File: src/rtl/addsub_seq_ctrl_if.sv
`default_nettype none
// ============================================================================
//  Module   : addsub_seq_ctrl_if
//  Purpose  : Request/response bundle for the nibble-serial add/subtract unit.
//  Revision : 1.0  initial release
// ============================================================================
interface addsub_seq_ctrl_if #(
    parameter int NIBBLES = 4
);
    localparam int W = 4 * NIBBLES;

    logic         start;
    logic         op;
    logic [W-1:0] a;
    logic [W-1:0] b;
    logic         busy;
    logic         done;
    logic [W-1:0] result;
    logic         c_out;
    logic         ovf;

    modport master (
        output start, op, a, b,
        input  busy, done, result, c_out, ovf
    );

    modport slave (
        input  start, op, a, b,
        output busy, done, result, c_out, ovf
    );
endinterface
`default_nettype wire

File: src/rtl/addsub_seq_ctrl.sv
`default_nettype none
// ============================================================================
//  Module   : addsub_seq_ctrl
//  Purpose  : W-bit add/subtract computed one 4-bit slice per cycle, LS first.
//  Revision : 1.0  initial release
// ============================================================================
module addsub_seq_ctrl #(
    parameter int NIBBLES = 4
) (
    input  wire logic          clk,
    input  wire logic          reset,
    addsub_seq_ctrl_if.slave   bus
);
    localparam int W    = 4 * NIBBLES;
    localparam int IDXW = (NIBBLES > 1) ? $clog2(NIBBLES) : 1;

    localparam logic [IDXW-1:0] c_last_idx = IDXW'(NIBBLES - 1);

    localparam logic [1:0] c_st_idle = 2'd0;
    localparam logic [1:0] c_st_run  = 2'd1;
    localparam logic [1:0] c_st_done = 2'd2;

    logic [1:0]      r_state;
    logic [1:0]      w_next_state;

    logic [W-1:0]    r_a;
    logic [W-1:0]    r_b;
    logic            r_op;
    logic            r_carry;
    logic [IDXW-1:0] r_idx;
    logic [W-1:0]    r_result;
    logic            r_c_out;
    logic            r_ovf;

    logic [3:0]      w_a_nib;
    logic [3:0]      w_b_nib;
    logic [3:0]      w_bx;
    logic [4:0]      w_sum;
    logic            w_cy;
    logic            w_c_msb;
    logic            w_last;
    logic            w_accept;
    logic            w_busy;
    logic            w_done;

    assign w_accept = (r_state == c_st_idle) && bus.start;
    assign w_last   = (r_idx == c_last_idx);

    // ------------------------------------------------------------------
    // State register
    // ------------------------------------------------------------------
    always_ff @(posedge clk) begin
        if (reset) begin
            r_state <= c_st_idle;
        end else begin
            r_state <= w_next_state;
        end
    end

    // ------------------------------------------------------------------
    // Next-state logic
    // ------------------------------------------------------------------
    always_comb begin
        w_next_state = r_state;
        case (r_state)
            c_st_idle: if (bus.start) w_next_state = c_st_run;
            c_st_run:  if (w_last)    w_next_state = c_st_done;
            c_st_done:                w_next_state = c_st_idle;
            default:                  w_next_state = c_st_idle;
        endcase
    end

    // ------------------------------------------------------------------
    // Output decode
    // ------------------------------------------------------------------
    always_comb begin
        w_busy = 1'b0;
        w_done = 1'b0;
        case (r_state)
            c_st_run:  w_busy = 1'b1;
            c_st_done: w_done = 1'b1;
            default: begin
                w_busy = 1'b0;
                w_done = 1'b0;
            end
        endcase
    end

    // ------------------------------------------------------------------
    // Shared 4-bit slice: operands selected by the current nibble index
    // ------------------------------------------------------------------
    always_comb begin
        w_a_nib = 4'd0;
        w_b_nib = 4'd0;
        for (int i = 0; i < NIBBLES; i++) begin
            if (r_idx == IDXW'(i)) begin
                w_a_nib = r_a[i*4 +: 4];
                w_b_nib = r_b[i*4 +: 4];
            end
        end
    end

    assign w_bx  = w_b_nib ^ {4{r_op}};
    assign w_sum = {1'b0, w_a_nib} + {1'b0, w_bx} + {4'd0, r_carry};
    assign w_cy  = w_sum[4];
    // Carry into bit 3 recovered from the sum bit and its two operand bits.
    assign w_c_msb = w_sum[3] ^ w_a_nib[3] ^ w_bx[3];

    // ------------------------------------------------------------------
    // Datapath registers
    // ------------------------------------------------------------------
    always_ff @(posedge clk) begin
        if (reset) begin
            r_a      <= '0;
            r_b      <= '0;
            r_op     <= 1'b0;
            r_carry  <= 1'b0;
            r_idx    <= '0;
            r_result <= '0;
            r_c_out  <= 1'b0;
            r_ovf    <= 1'b0;
        end else if (w_accept) begin
            r_a      <= bus.a;
            r_b      <= bus.b;
            r_op     <= bus.op;
            r_carry  <= bus.op;
            r_idx    <= '0;
            r_result <= '0;
        end else if (r_state == c_st_run) begin
            for (int i = 0; i < NIBBLES; i++) begin
                if (r_idx == IDXW'(i)) begin
                    r_result[i*4 +: 4] <= w_sum[3:0];
                end
            end
            r_carry <= w_cy;
            r_idx   <= r_idx + IDXW'(1);
            if (w_last) begin
                r_c_out <= w_cy;
                r_ovf   <= w_c_msb ^ w_cy;
            end
        end
    end

    assign bus.busy   = w_busy;
    assign bus.done   = w_done;
    assign bus.result = r_result;
    assign bus.c_out  = r_c_out;
    assign bus.ovf    = r_ovf;

endmodule
`default_nettype wire

File: src/flat_wrapper.sv
// flat-port wrapper written by rule: the top's interface ports become plain ports
module addsub_seq_ctrl_flat 
#(
    parameter int NIBBLES = 4
)
  (clk, reset, bus_start, bus_op, bus_a, bus_b, bus_busy, bus_done, bus_result, bus_c_out, bus_ovf);
  addsub_seq_ctrl_if #(.NIBBLES(NIBBLES)) bus_i ();
  input  wire logic clk;
  input  wire logic reset;
  input wire logic [$bits(bus_i.start)-1:0] bus_start;
  input wire logic [$bits(bus_i.op)-1:0] bus_op;
  input wire logic [$bits(bus_i.a)-1:0] bus_a;
  input wire logic [$bits(bus_i.b)-1:0] bus_b;
  output wire logic [$bits(bus_i.busy)-1:0] bus_busy;
  output wire logic [$bits(bus_i.done)-1:0] bus_done;
  output wire logic [$bits(bus_i.result)-1:0] bus_result;
  output wire logic [$bits(bus_i.c_out)-1:0] bus_c_out;
  output wire logic [$bits(bus_i.ovf)-1:0] bus_ovf;
  assign bus_i.start = bus_start;
  assign bus_i.op = bus_op;
  assign bus_i.a = bus_a;
  assign bus_i.b = bus_b;
  assign bus_busy = bus_i.busy;
  assign bus_done = bus_i.done;
  assign bus_result = bus_i.result;
  assign bus_c_out = bus_i.c_out;
  assign bus_ovf = bus_i.ovf;
  addsub_seq_ctrl #(.NIBBLES(NIBBLES)) u_core (.clk(clk), .reset(reset), .bus(bus_i));
endmodule
File: config.mk
export PLATFORM = sky130hd
export DESIGN_NAME = addsub_seq_ctrl_flat
export DESIGN_NICKNAME = d
export VERILOG_FILES = /design/src/rtl/addsub_seq_ctrl_if.sv /design/src/rtl/addsub_seq_ctrl.sv /design/src/flat_wrapper.sv
export SDC_FILE = /design/constraint.sdc
export NUM_CORES = 1
export LEC_CHECK = 0
export BUFFER_PORTS_ARGS = -buffer_cell sky130_fd_sc_hd__buf_2
export CAP_MARGIN = 20
export CORE_UTILIZATION = 55
export DETAILED_ROUTE_END_ITERATION = 10
export PLACE_DENSITY = 0.81
export SLEW_MARGIN = 40
export SYNTH_ARGS = -nofsm -noshare
export SYNTH_HDL_FRONTEND = slang
export SYNTH_SLANG_ARGS = --single-unit
File: constraint.sdc
create_clock -name clk -period 9.5 [get_ports clk]
set_input_delay 0.475 -clock clk [delete_from_list [all_inputs] [get_ports clk]]
set_output_delay 0.475 -clock clk [all_outputs]
set_load 0.005 [all_outputs]
== After elaboration in Yosys (flattened, before gate mapping) ==
Index checks and enable logic that the tools add are counted.
Operators by class
  reduce and logical (&&, ||, !) cells: 11
  mux-type cells: 15
  bitwise gates (word level): 5
  eq/ne operators: 7
  $add $sub $neg: 3
Operator list (count)
  $mux 4: 8
  $reduce_and 2->1: 5
  $eq 2x2->1 const B: 3
  $add 4x4->5: 1
  $add 5x1->5: 1
  $eq 2x1->1 const B: 2
  $logic_not 2->1: 2
  $mux 1: 4
  $mux 2: 2
  $pmux 2 s2: 1
  $xor 4x4->4: 1
  $reduce_and 3->1: 1
  $xor 1x1->1: 3
  $add 2x1->2 const B: 1
  $ne 2x1->1 const B: 1
  $ne 2x2->1 const B: 1
  $reduce_bool 2->1: 1
  $reduce_or 2->1: 1
  $logic_and 1x1->1: 1
  $not 1->1: 1
Word-level totals
  bits in registers: 56
  logic and storage cells: 53
  input port bits: 36
  output and inout bits: 20

== Longest topological paths before layout ==
  depth after elaboration: 11
  mapped depth: 17
  depth with buffers taken out: 16

== Least setup slack after synthesis ==
Ideal clock, no wire load.
  kind: register to register
  start: reg u_core.r_idx[0]
  end: reg u_core.r_ovf, in the netlist u_core.bus.ovf
  path buffers: 1
  path slack: 6.148 ns
  stages on the path, launching flop included: 17
  required time: 9.366 ns
  library setup time: 0.134 ns
  period minus slack after synthesis: 3.352 ns
  data arrival time: 3.218 ns
  cells stage by stage: dfxtp_1 inv_1 ha_1 clkbuf_1 nand3b_1 a21oi_1 a21oi_1 o21ai_1 xor2_1 fa_1 fa_1 a21o_1 a21oi_1 xor2_1 xnor2_1 xnor2_1 a211oi_2
On the way
  cells in the longest elaborated chain, start to end: 11
  elaborated cells between the ends (all ways): 19
  classes of those cells: add/sub (2); eq/ne (3); mux (8); bitwise (4); reduce/logical (2)
RTL lines
  start, declared: line addsub_seq_ctrl.sv:30  | logic [IDXW-1:0] r_idx;
  start signal, assigned: line addsub_seq_ctrl.sv:136  | r_idx <= r_idx + IDXW'(1);
  $logic_not 2->1: line addsub_seq_ctrl.sv:96  | if (r_idx == IDXW'(i)) begin
  $mux 4 (4 in a row): line addsub_seq_ctrl.sv:96
  $xor 4x4->4: line addsub_seq_ctrl.sv:103  | assign w_bx = w_b_nib ^ {4{r_op}};
  $add 4x4->5: line addsub_seq_ctrl.sv:104  | assign w_sum = {1'b0, w_a_nib} + {1'b0, w_bx} + {4'd0, r_carry};
  $add 5x1->5: line addsub_seq_ctrl.sv:104
  $xor 1x1->1 (2 in a row): line addsub_seq_ctrl.sv:107  | assign w_c_msb = w_sum[3] ^ w_a_nib[3] ^ w_bx[3];
  $xor 1x1->1: line addsub_seq_ctrl.sv:139  | r_ovf <= w_c_msb ^ w_cy;
  end signal, assigned: line addsub_seq_ctrl.sv:139
  end, declared: line addsub_seq_ctrl.sv:33  | logic r_ovf;
Several ways; a longest one is shown, not always the timed one.
A chain may end at the register's enable or synchronous reset.

== Worst setup path after layout ==
  start: reg u_core.r_idx[1]
  end: reg u_core.r_ovf, in the netlist u_core.bus.ovf
The elaborated chain is that of the path after synthesis.

==> summary.txt <==
Status: finished, final reports clean
Setup TNS Final: 0 ns
Peak VDD IR: 0.115 mV
Critical Path RT: 9.75 ns
Die ar.: 4870 um^2
Area leader, netlist: dfxtp_1
Startpoint Class: flip-flop
Chip height: 69.8 um
Clock share of power: 0.320
Final hold slack: 0.389 ns
Routed wl met2: 2460 um
Combinational share of power: 0.163
Unrepaired setup endpoints after global routing: false
Pin count of the biggest net entering global routing: 40
DRT met1 WL: 2430 um
Top post-synthesis cells by area: dfxtp_1 44%, nand2_1 15%, a21oi_1 13%
Max Slew Vio Count: 0
Nets@finish: 412
Post-route ant nets: 0
Clk buf depth: 2
IO Port Bufs: 55
Vias in the first global route: 2040
#FFs+latches synth: 56
Synthesized area: 2530 um^2
Chip Width: 69.8 um
Initial Util: 0.577
Antenna violations before repair: 0
Final period util: 0.415
Synth Area per Inst: 7.73 um^2
Flop pwr share: 0.518
CTS Buf Count: 5
Gr usage total: 0.228
Wirelength per Cell: 12.4 um
Num rows: 24
DR pass1 iterations: 4
# H-tree levels: 2
Clk sink count: 56
Finished Cell Area: 2890 um^2
NetSw: 0.132 mW
P_int: 0.356 mW
Max cap viols: 0
Distinct cells, synth: 29
Area after DPL: 2780 um^2
Largest stage delay, worst path: 0.58 ns
DR DRC count: 0
Synth cell count leaders: 99 x nand2_1, 66 x a21oi_1, 56 x dfxtp_1
Leak pwr: 1.22 nW
Finish-stage setup viols: 0
Cts repair resizes: 0
# IOs: 56
Switching part of the total: 0.270
Gpl congestion: 0.806
Maximum fanout along the worst path: 20
FFs w/ async S/R, synth: 0
Met3 wire length: 207 um
Top_reg_cell synth: dfxtp_1
Top layer in use: met4
FILL cells: 399
EDFF count, synth: 0
First-pass GRT wire length: 8830 um
Hold Violations, Final: 0
Hold Crit Class: in -> reg
Hold Buf Count CTS: 0
Most used cell along the critical path: a21oi_1
Layout cell share with drive strength beyond 1: 0.196
Hpwl dp: 3640 um
Mapped Nets: 372
Via count: 2210
Setup Skew: 0.00958 ns
Worst-Skew Late Latency: 0.32 ns
Yosys top cell area share: 0.443
Post-CTS setup buffers: 0
WS Path Type: reg -> reg
Min Tclk post-route: 3.94 ns
Crit path DAT: 4.18 ns
N_diodes: 0
Slew Limit Headroom: 0.541
Crit end category: flip-flop
CTS tree: done
CP bufs+invs: 1
Crit path cell chain: inv_1, ha_1, nand3b_1, a21oi_1, a21oi_1, o21ai_1, xor2_1, fa_1, fa_1, a21o_1, a21oi_1, xor2_1, xnor2_1, xnor2_1, a211oi_2
Slowest-stage cell, CP: ha_1
Area of the multi-input gates: 1290 um^2
Total grt overflow: 0
Initial detailed-routing violation count: 156
YS warnings: 0
Core ar.: 4380 um^2
Sequential share of the synthesized area: 0.443
Worst-Margin Slew: 0.689 ns
Clock-pin slew on the worst setup and hold paths: 0.10 ns
Final wirelength: 5190 um
Mapped Cells: 327
Max Fclk: 0.254 GHz
Root Driver: clkbuf_8
Reg area: 1120 um^2
Most common cell in the synthesized netlist: nand2_1
Area grow syn2layout: 14.3%
Via density per instance: 5.26
Worst path top cell family by delay: adder cells
PD cells: 169 nW/um^2
## logic make-up (layout without fill, tap and decap cells)
family | count (synthesis) | count (layout) | synth area share
and+or+nand+nor | 142 | 142 | 0.237
AOI/OAI and AO/OA | 83 | 83 | 0.178
buffers and inverters | 27 | 68 | 0.0470
xor gates and xnor gates | 10 | 10 | 0.0450
adders and majority gates | 9 | 9 | 0.0505
DFF | 56 | 56 | 0.443
## state kept, by name, summed over array words and instances, names as in the netlist
| signal | cells |
|---|---|
| u_core.r_idx | 2 |
| u_core.bus.c_out | 1 |
| u_core.bus.result | 16 |
| u_core.r_state | 2 |
| u_core.bus.ovf | 1 |
| u_core.r_b | 16 |
| u_core.r_op | 1 |
| u_core.r_a | 16 |
| u_core.r_carry | 1 |
## cells in the final DEF, fill, tap and decap left out
cell	n
nand2_1	99
a21oi_1	66
dfxtp_1	56
buf_2	55
nor2_1	22
nand3_1	9
ha_1	7
clkbuf_8	5
o21ai_1	4
xor2_1	4
a211oi_1	4
xnor2_1	4
nor2b_1	3
inv_1	3
o21ai_0	3
nand3b_1	3
a211oi_2	2
a21o_1	2
nand2b_1	2
fa_1	2
buf_4	2
a22oi_1	1
xnor2_4	1
nand3b_4	1
nor3b_2	1
and2_2	1
and2_1	1
xnor2_2	1
o22ai_1	1
clkinvlp_4	1
bufinv_16	1
clkinv_2	1
## layer usage
layer / up-vias / global-route usage
li1: 1154 / -
met1: 993 / 0.277
met2: 54 / 0.388
met3: 9 / 0.0523
met4: 0 / 0.0911
met5: - / 0
## worst min-delay path: cells and delay by family
kind	cells	cell delay (ns)
AO/OA/AOI/OAI	1	0.05
buffers and inverters	1	0.10
AND/OR/NAND/NOR	1	0.04
## metrics by stage
| stage | total power, mW | setup slack (ns) | cells | utilization |
|---|---|---|---|---|
| 3_5_place_dp | 0.337 | 5.68 | 412 | 0.634 |
| 3_3_place_gp | 0.334 | 5.91 | 412 | 0.633 |
| 2_1_floorplan | 0.315 | 6.15 | 327 | - |
| 4_1_cts | 0.490 | 5.59 | 420 | 0.659 |
| 6_report | 0.488 | 5.56 | 420 | 0.659 |
| 5_1_grt | 0.511 | 5.36 | 420 | 0.659 |
## final cells by class
type / count / area share
clock buffers: 5 / 0.0238
clock inverters: 3 / 0.0147
well taps: 52 / 0.0225
flip-flops and latches: 56 / 0.388
multi-input cells: 244 / 0.447
repair buffers: 57 / 0.100
inverters: 3 / 0.00390
## final timing paths
kind | to | cells past startpoint | slack, ns | start
max | u_core.bus.ovf | 15 | 5.56 | u_core.r_idx[1]
max reg2reg | u_core.bus.ovf | 15 | 5.56 | u_core.r_idx[1]
min | u_core.r_b[9] | 3 | 0.39 | bus_b[9]
min reg2reg | u_core.bus.result[11] | 2 | 0.46 | u_core.bus.result[11]
## power groups by stage
stage / combinational (mW) / sequential (mW) / clock [mW]
after floorplan: 0.0599 / 0.256 / 0
after global placement: 0.0766 / 0.258 / 0
after detailed placement: 0.0788 / 0.258 / 0
after CTS: 0.0796 / 0.253 / 0.157
after global routing: 0.0889 / 0.254 / 0.168
final: 0.0794 / 0.253 / 0.156
Power figures use the tool's default switching activity.
